## src/rtl/arb_mux_pkg.sv

```systemverilog
// Shared constants and helpers for the arbitrated multiplexer with a registered output slot.
package arb_mux_pkg;

  // Arbitration modes
  localparam int MODE_FIXED = 0;
  localparam int MODE_RR    = 1;

  // Select width for an n-channel mux, never below one bit
  function automatic int clog2_min1(input int n);
    int w;
    if (n <= 2) begin
      w = 1;
    end else begin
      w = $clog2(n);
    end
    return w;
  endfunction

endpackage

```

## src/rtl/arb_mux_pipe_rr_pick.sv

```systemverilog
// Combinational grant picker: rotate requests so the search base sits at bit 0,
// priority-encode the lowest set bit, then rotate the index back.
// In fixed-priority mode the base is forced to 0, so the lowest index wins.
module rr_pick
  import arb_mux_pkg::*;
#(
  parameter  int NCH  = 4,
  parameter  int MODE = MODE_RR,
  localparam int SELW = clog2_min1(NCH)
) (
  input  logic [NCH-1:0]  req,
  input  logic [SELW-1:0] ptr,
  output logic [NCH-1:0]  gnt,
  output logic [SELW-1:0] gnt_idx,
  output logic            gnt_any
);

  localparam logic [SELW:0] NCH_W = (SELW+1)'(NCH);

  logic [SELW-1:0]  base_s;
  logic [2*NCH-1:0] dbl_s;
  logic [NCH-1:0]   rot_s;
  logic [SELW-1:0]  rot_idx_s;
  logic [SELW:0]    sum_s;
  logic [SELW:0]    wrap_s;

  // Search base: the rotating pointer in round-robin, bit 0 otherwise
  always_comb begin
    if (MODE == MODE_RR) begin
      base_s = ptr;
    end else begin
      base_s = {SELW{1'b0}};
    end
  end

  // Rotate right by the base and pick the lowest requesting position
  always_comb begin
    dbl_s     = {req, req} >> base_s;
    rot_s     = dbl_s[NCH-1:0];
    rot_idx_s = {SELW{1'b0}};
    for (int i = NCH - 1; i >= 0; i--) begin
      rot_idx_s = rot_s[i] ? SELW'(i) : rot_idx_s;
    end
  end

  // Rotate the picked index back, wrapping modulo NCH (NCH need not be 2^k)
  always_comb begin
    sum_s   = {1'b0, rot_idx_s} + {1'b0, base_s};
    wrap_s  = (sum_s >= NCH_W) ? (sum_s - NCH_W) : sum_s;
    gnt_idx = wrap_s[SELW-1:0];
    gnt_any = |req;
    for (int i = 0; i < NCH; i++) begin
      gnt[i] = gnt_any & (gnt_idx == SELW'(i));
    end
  end

endmodule

```

## src/rtl/arb_mux_pipe.sv

```systemverilog
// N-channel valid/ready multiplexer with built-in arbitration and one registered
// output slot. The slot reloads whenever it is empty or being drained, so a
// continuously ready consumer sees one transfer per cycle.
module arb_mux_pipe
  import arb_mux_pkg::*;
#(
  parameter  int WIDTH = 32,
  parameter  int NCH   = 4,
  parameter  int MODE  = 1,
  localparam int SELW  = clog2_min1(NCH)
) (
  input  logic                 clk,
  input  logic                 rst_n,
  input  logic [NCH-1:0]       in_valid,
  input  logic [NCH*WIDTH-1:0] in_data,
  output logic [NCH-1:0]       in_ready,
  output logic                 out_valid,
  output logic [WIDTH-1:0]     out_data,
  output logic [SELW-1:0]      out_sel,
  input  logic                 out_ready
);

  localparam logic [SELW-1:0] LAST_IDX = SELW'(NCH - 1);

  logic [SELW-1:0]  ptr_r;
  logic [SELW-1:0]  ptr_nxt_s;
  logic [NCH-1:0]   gnt_s;
  logic [SELW-1:0]  gnt_idx_s;
  logic             gnt_any_s;
  logic             load_s;
  logic             xfer_s;
  logic [WIDTH-1:0] sel_data_s;

  rr_pick #(
    .NCH  (NCH),
    .MODE (MODE)
  ) u_pick (
    .req     (in_valid),
    .ptr     (ptr_r),
    .gnt     (gnt_s),
    .gnt_idx (gnt_idx_s),
    .gnt_any (gnt_any_s)
  );

  // Slot can take new data when empty or drained this cycle; nothing is accepted in reset
  always_comb begin
    load_s   = !out_valid || out_ready;
    xfer_s   = gnt_any_s && load_s && rst_n;
    in_ready = gnt_s & {NCH{load_s && rst_n}};
  end

  // One-hot AND-OR selection of the granted channel's data
  always_comb begin
    sel_data_s = {WIDTH{1'b0}};
    for (int i = 0; i < NCH; i++) begin
      sel_data_s = gnt_s[i] ? in_data[i*WIDTH +: WIDTH] : sel_data_s;
    end
  end

  // Pointer moves past the winner only on a transfer, and only in round-robin
  always_comb begin
    if ((MODE == MODE_RR) && xfer_s) begin
      ptr_nxt_s = (gnt_idx_s == LAST_IDX) ? {SELW{1'b0}} : (gnt_idx_s + SELW'(1));
    end else begin
      ptr_nxt_s = ptr_r;
    end
  end

  // Round-robin pointer register
  always_ff @(posedge clk or negedge rst_n) begin
    if (!rst_n) begin
      ptr_r <= {SELW{1'b0}};
    end else begin
      ptr_r <= ptr_nxt_s;
    end
  end

  // Output slot: refill on transfer, empty on drain, otherwise hold
  always_ff @(posedge clk or negedge rst_n) begin
    if (!rst_n) begin
      out_valid <= 1'b0;
      out_data  <= {WIDTH{1'b0}};
      out_sel   <= {SELW{1'b0}};
    end else if (xfer_s) begin
      out_valid <= 1'b1;
      out_data  <= sel_data_s;
      out_sel   <= gnt_idx_s;
    end else if (out_ready) begin
      out_valid <= 1'b0;
      out_data  <= out_data;
      out_sel   <= out_sel;
    end else begin
      out_valid <= out_valid;
      out_data  <= out_data;
      out_sel   <= out_sel;
    end
  end

endmodule
```

## config.mk

```make
export PLATFORM = sky130hd
export DESIGN_NAME = arb_mux_pipe
export DESIGN_NICKNAME = d
export VERILOG_FILES = /design/src/rtl/arb_mux_pkg.sv /design/src/rtl/arb_mux_pipe_rr_pick.sv /design/src/rtl/arb_mux_pipe.sv
export SDC_FILE = /design/constraint.sdc
export NUM_CORES = 1
export LEC_CHECK = 0
export BUFFER_PORTS_ARGS = -buffer_cell sky130_fd_sc_hd__buf_2
export CORE_MARGIN = 4
export CORE_UTILIZATION = 40
export DETAILED_ROUTE_END_ITERATION = 12
export GPL_TIMING_DRIVEN = 0
export PLACE_DENSITY = 0.75
export SLEW_MARGIN = 20
export SYNTH_ARGS = -nofsm -noshare
export SYNTH_HDL_FRONTEND = slang
export SYNTH_HIERARCHICAL = 1
export SYNTH_SLANG_ARGS = --single-unit
export TNS_END_PERCENT = 50
```

## constraint.sdc

```tcl
create_clock -name clk -period 6.1 [get_ports clk]
set_input_delay 0 -clock clk [delete_from_list [all_inputs] [get_ports clk]]
set_output_delay 0 -clock clk [all_outputs]
set_load 0.01 [all_outputs]
```

Yosys cells after proc, flatten, opt, wreduce, memory -nomap -nowiden --
Index checks and enable logic that the tools add are counted. W data, S select, Z words.
Operators by class: add/sub/neg operators 3, order comparisons 1, equal/unequal tests 3, shift operators 1, mux-type cells 12, bitwise logic cells 5, reductions and logical operators 8
Operator list (number):
- $mux W32 | 4
- $mux W2 | 6
- $shr A8 B2 Y4 | 1
- $and A1 B1 Y1 | 4
- $and A4 B4 Y4 | 1
- $eq A2 B2 Y1 const B | 2
- $reduce_or A4 Y1 | 1
- $add A2 B2 Y3 | 1
- $ge A3 B3 Y1 const B | 1
- $logic_and A1 B1 Y1 | 3
- $add A2 B1 Y2 const B | 1
- $eq A2 B1 Y1 const B | 1
- $logic_not A2 Y1 | 1
- $mux W1 | 2
- $reduce_bool A2 Y1 | 1
- $sub A2 B1 Y2 const B | 1
- $logic_not A1 Y1 | 1
- $logic_or A1 B1 Y1 | 1
Storage, ports and cells: bits in registers 37, input port bits 135, logic and storage cells 37

Depth between registers and ports, before layout --
Gate-level depths: netlist of run 1.
depth in word-level cells 14, gate-level depth with buffers 14, gate-level depth less buffers 11

Cells and area by module --
The synthesis of run 1 kept the hierarchy.
By module, submodules not included:
- arb_mux_pipe | times used 1, cells each 313, area an instance 2618.8 sq um, sequential area each 925.9 sq um
- rr_pick | times used 1, cells each 42, area an instance 326.6 sq um, sequential area each 0.0 sq um

Least setup slack after synthesis of run 1 --
OpenSTA, ideal clock, no wires.
path kind register -> register, start point register ptr_r[0], end point register out_data[26], setup time 0.065 ns, data arrival time 2.418 ns, setup slack 3.617 ns, cell stages (with the launch flop) 15, cell sequence dfrtp_1 -> buf_6 -> inv_1 -> nor3b_1 -> a21oi_1 -> o211ai_1 -> ha_1 -> nor2_1 -> nand2_1 -> mux2i_1 -> buf_2 -> buf_2 -> a21oi_1 -> a221oi_1 -> o22a_1
RTL lines:
- from (decl) | RTL line arb_mux_pipe.sv:25 | logic [SELW-1:0] ptr_r;
- from (signal assigned) | RTL line arb_mux_pipe.sv:72 | ptr_r <= {SELW{1'b0}};
- from (signal assigned) | RTL line arb_mux_pipe.sv:74 | ptr_r <= ptr_nxt_s;
- $shr A8 B2 Y4 | RTL line arb_mux_pipe_rr_pick.sv:38 | dbl_s = {req, req} >> base_s;
- $mux W2 (4 in a row) | RTL line arb_mux_pipe_rr_pick.sv:42 | rot_idx_s = rot_s[i] ? SELW'(i) : rot_idx_s;
- $add A2 B2 Y3 (*) | RTL line arb_mux_pipe_rr_pick.sv:48 | sum_s = {1'b0, rot_idx_s} + {1'b0, base_s};
- $ge A3 B3 Y1 or $sub A2 B1 Y2 (tied branches) | RTL line arb_mux_pipe_rr_pick.sv:49 | wrap_s = (sum_s >= NCH_W) ? (sum_s - NCH_W) : sum_s;
- $mux W2 (*) | RTL line arb_mux_pipe_rr_pick.sv:49
- named net gnt_idx_s[0] | RTL line arb_mux_pipe.sv:28 | logic [SELW-1:0] gnt_idx_s;
- $eq A2 B2 Y1 (*) | RTL line arb_mux_pipe_rr_pick.sv:53 | gnt[i] = gnt_any & (gnt_idx == SELW'(i));
- $and A1 B1 Y1 (*) | RTL line arb_mux_pipe_rr_pick.sv:53
- named net gnt_s[2] | RTL line arb_mux_pipe.sv:27 | logic [NCH-1:0] gnt_s;
- $mux W32 (*) (2 in a row) | RTL line arb_mux_pipe.sv:56 | sel_data_s = gnt_s[i] ? in_data[i*WIDTH +: WIDTH] : sel_data_s;
- to (signal assigned) | RTL line arb_mux_pipe.sv:82 | out_data <= {WIDTH{1'b0}};
- to (signal assigned) | RTL line arb_mux_pipe.sv:86 | out_data <= sel_data_s;
- to (signal assigned) | RTL line arb_mux_pipe.sv:90 | out_data <= out_data;
- to (decl) | RTL line arb_mux_pipe.sv:18 | output logic [WIDTH-1:0] out_data,
Mark *: on every way through the listed nets, which the timed path passes. The rest lies on a longest branch. A chain may end at the register's enable or synchronous reset.

Final worst setup path of run 1 --
start point register ptr_r[0], end point output in_ready[2]
On the way: cells in the longest elaborated chain, start to end 11
RTL lines:
- $shr A8 B2 Y4 | RTL line arb_mux_pipe_rr_pick.sv:38
- $mux W2 (4 in a row) | RTL line arb_mux_pipe_rr_pick.sv:42
- $add A2 B2 Y3 (*) | RTL line arb_mux_pipe_rr_pick.sv:48
- $ge A3 B3 Y1 or $sub A2 B1 Y2 (tied branches) | RTL line arb_mux_pipe_rr_pick.sv:49
- $mux W2 (*) | RTL line arb_mux_pipe_rr_pick.sv:49
- named net gnt_idx_s[0] | RTL line arb_mux_pipe.sv:28
- $eq A2 B2 Y1 (*) | RTL line arb_mux_pipe_rr_pick.sv:53
- $and A1 B1 Y1 (*) | RTL line arb_mux_pipe_rr_pick.sv:53
- named net gnt_s[2] | RTL line arb_mux_pipe.sv:27
- $and A4 B4 Y4 (*) | RTL line arb_mux_pipe.sv:49 | in_ready = gnt_s & {NCH{load_s && rst_n}};
- to (decl) | RTL line arb_mux_pipe.sv:16 | output logic [NCH-1:0] in_ready,
Marked as above.

==> results of run 1 <==
[kinds of logic (layout without fill, tap and decap cells)]
| group | Yosys count | after routing |
|---|---|---|
| and+or+nand+nor | 125 | 125 |
| xor gates and xnor gates | 3 | 3 |
| muxes | 10 | 10 |
| buffers and inverters | 75 | 254 |
| adders and majority gates | 2 | 2 |
| DFF | 37 | 37 |
| AOI/OAI and AO/OA | 103 | 103 |
[cell usage in the layout (no fill, tap or decap), types with 3 or more instances in the layout]
| master | count |
|---|---|
| inv_1 | 34 |
| clkbuf_8 | 5 |
| dfrtp_1 | 37 |
| buf_4 | 3 |
| nor2_1 | 5 |
| nand3b_1 | 32 |
| buf_2 | 183 |
| buf_1 | 3 |
| mux2_4 | 4 |
| and3_1 | 4 |
| clkbuf_1 | 15 |
| a21oi_1 | 34 |
| o22a_1 | 32 |
| buf_6 | 7 |
| mux2i_1 | 6 |
| a221oi_1 | 32 |
| nand3_1 | 32 |
| nand2_1 | 39 |
[flip-flops by register name, summed over array words and instances, names as in the netlist]
signal     cells
out_data      32
out_sel        2
ptr_r          2
out_valid      1
[how the worst min path moves through the flow]
stage	cells after the start	slack, ns	endpoint
after floorplan	0	-0.30	out_data[0]$_DFFE_PN0P_
after global placement	1	0.18	ptr_r[0]$_DFFE_PN0P_
after detailed placement	1	0.20	ptr_r[0]$_DFFE_PN0P_
after CTS	4	0.03	out_data[24]$_DFFE_PN0P_
after global routing	4	0.05	out_data[12]$_DFFE_PN0P_
final	4	0.03	out_data[16]$_DFFE_PN0P_
[cell usage after synthesis (all sizes together)]
cell | n | area [um^2]
nor2b | 1 | 6.26
nor3 | 1 | 5.00
nor3b | 2 | 15.0
xor2 | 1 | 8.76
dfrtp | 37 | 926
nand3b | 32 | 240
and2 | 2 | 17.5
o22a | 32 | 280
nand2b | 1 | 6.26
nor4 | 2 | 12.5
o21a | 1 | 7.51
or4 | 1 | 11.3
and3 | 4 | 25.0
nand2 | 39 | 146
nor2 | 5 | 18.8
mux2i | 6 | 60.1
inv | 34 | 128
xnor2 | 2 | 17.5
o311ai | 1 | 26.3
o211ai | 1 | 7.51
or2b | 1 | 8.76
clkbuf | 15 | 56.3
o21ai | 2 | 13.8
buf | 26 | 188
mux2 | 4 | 60.1
and2b | 1 | 8.76
nand3 | 32 | 160
and3b | 1 | 8.76
a21oi | 34 | 170
a221oi | 32 | 280
ha | 2 | 25.0
[through the flow]
step / cell area [um^2] / std cells / total power, mW / utilization (%)
CTS: 4040 / 633 / 2.54 / 56.0
detailed placement: 3930 / 625 / 2.33 / 54.4
global placement: 3930 / 625 / 2.28 / 54.4
finish: 4040 / 633 / 2.53 / 56.0
global route: 4040 / 633 / 2.75 / 56.0
floorplan: 2950 / 355 / 1.79 / -
[power groups by stage]
stage	Clock (mW)	Sequential, mW	Combinational, mW
after floorplan	0	0.496	1.29
after global placement	0	0.447	1.84
after detailed placement	0	0.447	1.88
after CTS	0.215	0.445	1.88
after global routing	0.225	0.458	2.07
final	0.212	0.446	1.88
[critical path, stage by stage, from the launching register on]
cell and delay, ns:
dfrtp_1 0.40, buf_6 0.14, inv_1 0.05, nor3b_1 0.21, a21oi_1 0.07, o211ai_1 0.18, ha_1 0.32, nor2_1 0.16
nand2_1 0.10, mux2i_1 0.21, buf_2 0.25, clkbuf_1 0.39, and3_1 0.22, buf_2 0.13
[cell type report]
| class | count | area share (%) |
|---|---|---|
| Timing Repair Buffer | 172 | 21.4 |
| Multi-Input combinational cell | 243 | 40.8 |
| Sequential cell | 37 | 22.9 |
| Tap cell | 99 | 3.07 |
| Inverter | 34 | 3.16 |
| Clock buffer | 5 | 1.70 |
| Clock inverter | 2 | 0.867 |
| Buffer | 41 | 6.04 |
[repair_timing]
item / 4_1_cts / 5_1_grt
buffers inserted: 0 / 0
endpoints found under the hold margin: 37 / 0
hold buffers: 1 / 0
[per-layer routing]
metal	global-route usage [%]	vias up	wire (um)
li1	-	1649	-
met1	29.6	1609	4280
met2	39.7	153	5130
met3	4.73	14	826
met4	4.69	0	114
met5	0	-	0
==> metrics.cfg, run 1 <==
[clock_network]
cts_sinks=37
cts-root-buf=clkbuf_8
clock_latency_ns=0.30
cts_tree=built
cts-buffers-inserted=5
clk_path_buf_depth=2
cts_resized=0
path_clk_slew_ns=0.09
cts_max_level=2

[synthesis]
synth-simple-area-share_pct=23.4
synth_xor_xnor_area_share_pct=0.892
ys_types=36
synthMuxAreaShare_pct=4.08
yosys_warnings=6
netlist_instances=355
synth_seq_cells=37
syn_avg_cell_area_um2=8.30
ys_seq_area_share_pct=31.4
synthesis.area_um2=2950
synth_top_family_by_area=compound AO/OA/AOI/OAI gates
synth-compound-area-share_pct=26.7
syn_nets=492
yosys.area_share.adder_pct=0.850

[pwr]
power_frac_comb_pct=74.0
power.internal_mw=1.32
powerDensity_nw_per_um2=628
pwr-share-clk_pct=8.4
p_switching_mw=1.22
peakVddDrop_mv=0.207
leakage_nw=1.99
swShare_pct=48.0
seqPwrFrac_pct=17.6

[routing]
firstDrtPassIters=4
routed_via_density=5.41
vias=3425
wirelength_mm=10.4
drt_iter0_markers=159
wl_per_cell_um=16.4
drc=0
ant_nets=0

[place]
io_buffers=171
dp_hpwl_mm=7.90
preCtsSetupSlack_ns=3.09
gp_congestion=0.847

[worst_setup_path]
crit_required_ns=6.10
crit_end=in_ready[2]
cp_max_fo=10
path_class=register to primary output
cp.arrival_ns=3.11
cp-start-kind=register
endpoint_kind=primary output
critPathLaunch=ptr_r[0]$_DFFE_PN0P_
reg2reg_depth=13
r2r-start=ptr_r[0]$_DFFE_PN0P_
r2r_slack_ns=3.10
r2r-end=out_data[31]$_DFFE_PN0P_

[finish]
final_nets=671
register_area_um2=926
multi_input_area_um2=1650
drive_gt1_share_pct=39.7
syn_to_final_growth_pct=37.1
fillers=703
antenna_cells=0

[grt]
grt_pass1_wl_mm=16.0
gr-total-overflow=0
grt_max_degree=44
first_global_vias=3356
globalRouteTotalUtil_pct=23.0
antenna_found_initial=0

[timing]
skew_ns=0.0130
maxSlewHeadroom_pct=36.3
min_period_over_period_pct=50.9
worstMarginPinSlew_ns=0.956
hold_viol_final=0
holdWs_ns=0.0346
fmax_ghz=0.322
fin_ws_ns=2.99
setup_viol=0
final.setup.tns_ns=0
period_needed_ns=3.11
drv_slew=0
rsz0062_at_grt=false

[worst_hold_path]
min_from=in_data[112]
hp-class=input pin to register

[die]
row_count=31
dieArea_um2=8800
die_h_um=93.8
die_w_um=93.8
start_util_pct=40.8
coreArea_um2=7210
pin_count=174

[run]
drv_cap=0

[run_status]
status=completed

(Power assumes the default switching activity.)
==> inputs of run 2 (changes only) <==
--- a/config.mk
+++ b/config.mk
@@ -5,12 +5,13 @@
 export SDC_FILE = /design/constraint.sdc
 export NUM_CORES = 1
 export LEC_CHECK = 0
+export ABC_AREA = 1
 export BUFFER_PORTS_ARGS = -buffer_cell sky130_fd_sc_hd__buf_2
 export CORE_MARGIN = 4
 export CORE_UTILIZATION = 40
 export DETAILED_ROUTE_END_ITERATION = 12
 export GPL_TIMING_DRIVEN = 0
-export PLACE_DENSITY = 0.75
+export PLACE_DENSITY = 0.77
 export SLEW_MARGIN = 20
 export SYNTH_ARGS = -nofsm -noshare
 export SYNTH_HDL_FRONTEND = slang
==> constraint.sdc (replaced) <==
create_clock -name clk -period 2.7 [get_ports clk]
set_input_delay 0 -clock clk [delete_from_list [all_inputs] [get_ports clk]]
set_output_delay 0 -clock clk [all_outputs]
set_load 0.01 [all_outputs]
==> metrics.cfg, run 2 <==
[grt]
grt_max_degree=40
gr-total-overflow=0
globalRouteTotalUtil_pct=23.2
grt_pass1_wl_mm=16.7
antenna_found_initial=0
first_global_vias=3733

[synthesis]
synthesis.area_um2=3080
yosys_warnings=6
syn_avg_cell_area_um2=6.25
synth_top_cells_by_area=nand2_1, dfrtp_1, nand3_2
yosysTopAreaCell=nand2_1
synth.most_common_cell=nand2_1
synthArstFlopShare_pct=100
synth_flop_cell=dfrtp_1
synth_edf_count=0
synth_top_area_share_pct=31.1
ys_seq_area_share_pct=30.1
ys_types=20
synth_seq_cells=37
synthTopCellsByCount=nand2_1, nor2_1, dfrtp_1, a21oi_1, nand3_2
syn_nets=630
netlist_instances=493

[finish]
postLayoutCellArea_um2=4340
top_register=out_data
antenna_cells=0
largest_reg_flops=32
final_cells=782
final_common_cell=nand2_1
syn_to_final_growth_pct=41.0
reg.largest.list=out_data (32), out_sel (2), ptr_r (2)
final_cell_mix=nand2_1, buf_2, nor2_1
final_nets=820
drive_gt1_share_pct=41.0

[clock_network]
clock_latency_ns=0.28
cts_tree=built
cts_sinks=37
cts_max_level=2
path_clk_slew_ns=0.07
cts-buffers-inserted=5
cts-root-buf=clkbuf_8
clk_path_buf_depth=2

[die]
dieArea_um2=9170
coreArea_um2=7370
pin_count=174
row_count=31
die_h_um=95.8
die_w_um=95.8
start_util_pct=41.8

[place]
io_buffers=173
dpl_cell_area_um2=4070
dp_hpwl_mm=8.02
gp_congestion=0.825
place_inst=765

[worst_setup_path]
cp_max_fo=10
endpoint_kind=primary output
path_class=register to primary output
cp.arrival_ns=2.59
crit_required_ns=2.70
cp-start-kind=register

[pwr]
peakVddDrop_mv=0.932
powerDensity_nw_per_um2=1750
total_power_mw=7.61
leakage_nw=2.64

[timing]
maxSlewHeadroom_pct=40.7
drv_slew=0
fmax_ghz=0.386
hold_viol_final=0
final.setup.tns_ns=0
holdWs_ns=0.0233
period_needed_ns=2.59
min_period_over_period_pct=96.0
setup_viol=0
worstMarginPinSlew_ns=0.889
skew_ns=0.00364

[routing]
drt_iter0_markers=168
wirelength_mm=10.9
drc=0
vias=3779
routed_via_density=4.83
wl_per_cell_um=13.9
firstDrtPassIters=4
ant_nets=0

[worst_hold_path]
hp-class=input pin to register

[run]
drv_cap=0

[run_status]
status=completed

-- run 2: cell count changes in the layout (fill, tap and decap cells not counted), sizes merged, moves of 6 or more --
cell / delta
buf: +16
o22a: -32
nand3: +11
nor2: +68
inv: -24
mux2i: -6
clkbuf: -13
a221oi: -32
nand3b: -32
nand2: +220
-- run 2: worst max-delay path, cell delays in order, from the launching register on --
cell	delay [ns]
dfrtp_2	0.46
buf_4	0.15
nand2_1	0.10
nand3_2	0.10
nand3_1	0.12
a21boi_2	0.07
ha_2	0.19
xnor2_2	0.18
inv_2	0.07
nand2_4	0.10
nand2_4	0.08
nor2_4	0.11
buf_6	0.16
buf_12	0.15
inv_1	0.05
nor2_1	0.08
buf_2	0.14
-- run 2: cell type report --
class                      count  area [um^2]
multi-input combinational    413         1920
tap                           99          124
buffer                        32          292
timing repair buffer         183          946
sequential                    37          928
clock buffer                   7         86.3
inverter                      11         50.0
fill                         771         3030
-- run 2: through the flow --
stage	utilization [%]	setup WS, ns
2_1_floorplan	-	0.457
3_3_place_gp	55.2	0.222
3_5_place_dp	55.2	0.136
4_1_cts	56.7	0.000640
5_1_grt	58.9	-0.0540
6_report	58.9	0.109
-- run 2: cells by family after synthesis --
group	count (synthesis)	synth area share, %
AOI/OAI and AO/OA	35	5.77
xor gates and xnor gates	1	0.284
adders and majority gates	2	0.812
buffers and inverters	43	9.95
DFF	37	30.1
and+or+nand+nor	375	53.1
-- run 2: per-layer routing --
| metal | vias to the layer above | share of wire [%] | track usage [%] |
|---|---|---|---|
| met5 | - | 0 | 0 |
| met4 | 0 | 1.6 | 6.75 |
| met3 | 18 | 9.2 | 5.39 |
| met2 | 173 | 50 | 41.5 |
| met1 | 1686 | 39 | 27.5 |
| li1 | 1902 | - | - |
-- run 2: worst paths after layout --
kind,from,end,slack [ns],cells after the start
max reg2reg,ptr_r[0]$_DFFE_PN0P_,out_data[24]$_DFFE_PN0P_,0.14,16
min in group asynchronous,rst_n,out_data[26]$_DFFE_PN0P_,0.37,2
max in group asynchronous,rst_n,ptr_r[0]$_DFFE_PN0P_,1.72,2
min,in_data[86],out_data[22]$_DFFE_PN0P_,0.02,5
max,ptr_r[0]$_DFFE_PN0P_,in_ready[0],0.11,16
min reg2reg,out_data[3]$_DFFE_PN0P_,out_data[3]$_DFFE_PN0P_,0.47,2
-- run 2: power by group --
group | total (mW) | switching, mW | internal (mW)
Combinational | 6.26 | 3.73 | 2.52
Clock | 0.386 | 0.184 | 0.203
Sequential | 0.972 | 0.158 | 0.815
Total | 7.61 | 4.07 | 3.54
-- run 2: what timing repair did --
| action | CTS | global route |
|---|---|---|
| hold buffers | 2 | 0 |
| gates resized for setup | 1 | 32 |
| setup buffers | 0 | 8 |
| endpoints found under the setup margin | 3 | 35 |
| hold endpoints to repair | 38 | 0 |
| pin swaps | 0 | 6 |
==> inputs of run 3 (changes only) <==
--- a/config.mk
+++ b/config.mk
@@ -6,12 +6,13 @@
 export NUM_CORES = 1
 export LEC_CHECK = 0
 export ABC_AREA = 1
-export BUFFER_PORTS_ARGS = -buffer_cell sky130_fd_sc_hd__buf_2
 export CORE_MARGIN = 4
 export CORE_UTILIZATION = 40
+export CTS_BUF_LIST = sky130_fd_sc_hd__clkbuf_4 sky130_fd_sc_hd__clkbuf_8 sky130_fd_sc_hd__clkbuf_16
 export DETAILED_ROUTE_END_ITERATION = 12
+export DONT_BUFFER_PORTS = 1
 export GPL_TIMING_DRIVEN = 0
-export PLACE_DENSITY = 0.77
+export PLACE_DENSITY_LB_ADDON = 0.1
 export SLEW_MARGIN = 20
 export SYNTH_ARGS = -nofsm -noshare
 export SYNTH_HDL_FRONTEND = slang
==> metrics.cfg, run 3 (synthesis gave the netlist of run 2 again) <==
[run_status]
status=completed

[pwr]
pwr-share-clk_pct=5.1
power_frac_comb_pct=79.2
peakVddDrop_mv=0.739
leakage_nw=2.19
powerDensity_nw_per_um2=1740
p_switching_mw=3.94
seqPwrFrac_pct=15.7
swShare_pct=55.1
power.internal_mw=3.22

[finish]
final_cells=675
antenna_cells=0
fillers=731
multi_input_area_um2=1890
reg.largest.list=out_data (32), out_sel (2), ptr_r (2)
final_common_cell=nand2_1
final_cell_mix=nand2_1, dlygate4sd3_1, nor2_1
final_nets=714
final_core_util_pct=55.8
drive_gt1_share_pct=16.7
register_area_um2=928
top_register=out_data
largest_reg_flops=32
syn_to_final_growth_pct=33.5

[grt]
grt_max_degree=38
globalRouteTotalUtil_pct=22.4
antenna_found_initial=0
first_global_vias=3269
grt_pass1_wl_mm=15.8
gr-total-overflow=0

[worst_setup_path]
path_class=register to primary output
slowest_stage=dfrtp_2
path_delay_family=simple AND/OR/NAND/NOR gates
cp-start-kind=register
reg2reg_depth=20
r2r_slack_ns=0.20
critPathLaunch=ptr_r[1]$_DFFE_PN0P_
cp_max_fo=10
r2r-start=ptr_r[1]$_DFFE_PN0P_
cp.arrival_ns=2.53
crit_cells=15
r2r-end=out_data[23]$_DFFE_PN0P_
crit_end=in_ready[0]
worstPathCellList=inv_2, nand3_1, nand2_1, nand3_1, a21boi_2, ha_2, xnor2_2, inv_1, nand2_4, nand2_4, nor2_1, buf_6, buf_8, inv_1, nor2_2
crit_required_ns=2.70
endpoint_kind=primary output
crit_path_max_incr_delay_ns=0.47
path_buf_inv=5

[die]
die_h_um=95.8
row_count=31
start_util_pct=41.8
dieArea_um2=9170
coreArea_um2=7370
pin_count=174
die_w_um=95.8

[worst_hold_path]
hp-class=input pin to register
min_from=in_data[33]

[clock_network]
clock_latency_ns=0.29
cts-root-buf=clkbuf_8
cts-buffers-inserted=5
clk_path_buf_depth=2
path_clk_slew_ns=0.07
cts_sinks=37
cts_tree=built
cts_max_level=2

[timing]
holdWs_ns=0.00214
worstMarginPinSlew_ns=0.292
setup_viol=0
fmax_ghz=0.396
period_needed_ns=2.53
fin_ws_ns=0.172
drv_slew=0
hold_viol_final=0
maxSlewHeadroom_pct=80.5
min_period_over_period_pct=93.6
final.setup.tns_ns=0
skew_ns=0.00559
rsz0062_at_grt=false

[routing]
wirelength_mm=10.7
ant_nets=0
routed_via_density=5.01
vias=3381
wl_per_cell_um=15.9
drc=0
drt_iter0_markers=82
firstDrtPassIters=4

[place]
gp_congestion=0.766
io_buffers=0
place_inst=592
dp_hpwl_mm=7.36
preCtsSetupSlack_ns=0.114

[run]
drv_cap=0

[run 3: worst min path at each step]
| stage | end | cells after the start |
|---|---|---|
| finish | out_data[1]$_DFFE_PN0P_ | 6 |
| global route | out_data[31]$_DFFE_PN0P_ | 6 |
| CTS | out_data[10]$_DFFE_PN0P_ | 6 |
| detailed placement | out_sel[1]$_DFFE_PN0P_ | 0 |
| global placement | ptr_r[1]$_DFFE_PN0P_ | 0 |
| floorplan | out_data[0]$_DFFE_PN0P_ | 0 |
[run 3: power by group through the flow]
stage,combinational [mW],sequential [mW],clock (mW)
finish,5.67,1.13,0.363
global placement,5.22,1.13,0
floorplan,4.25,1.06,0
global route,6.37,1.16,0.402
detailed placement,5.30,1.13,0
CTS,5.42,1.13,0.377
[run 3: cell type report]
class | instances | share of cell area [%]
multi-input cells | 413 | 46.0
flip-flops and latches | 37 | 22.6
repair buffers | 77 | 18.7
plain buffers | 32 | 6.70
well taps | 99 | 3.01
clock buffers | 5 | 1.67
inverters | 11 | 1.22
clock inverters | 1 | 0.122
[run 3: worst reg2reg max path: cells and delay by family (launching register included)]
| family | cells | cell delay [ns] |
|---|---|---|
| flip-flops | 1 | 0.47 |
| XOR/XNOR | 1 | 0.13 |
| AO/OA/AOI/OAI | 1 | 0.14 |
| buffers and inverters | 5 | 0.56 |
| AND/OR/NAND/NOR | 12 | 0.92 |
| adder cells (fa/ha/maj) | 1 | 0.20 |
[run 3: per-stage QoR]
stage               total power, mW  area [um^2]
floorplan                      5.31         3080
CTS                            6.93         4020
global placement               6.35         3200
finish                         7.16         4110
global route                   7.93         4110
detailed placement             6.44         3200
[run 3: what timing repair did]
action	in CTS	in global routing
setup endpoints to repair	3	35
gates resized for setup	1	20
buffers inserted	0	4
hold endpoints to repair	70	0
hold buffers	73	0
pin swaps	0	1
[run 3: metal layers]
metal | track usage (%) | routed length, um | vias to the layer above
li1 | - | - | 1692
met1 | 26.6 | 4210 | 1528
met2 | 40.1 | 5350 | 149
met3 | 5.94 | 1030 | 12
met4 | 5.81 | 146 | 0
met5 | 0 | 0 | -
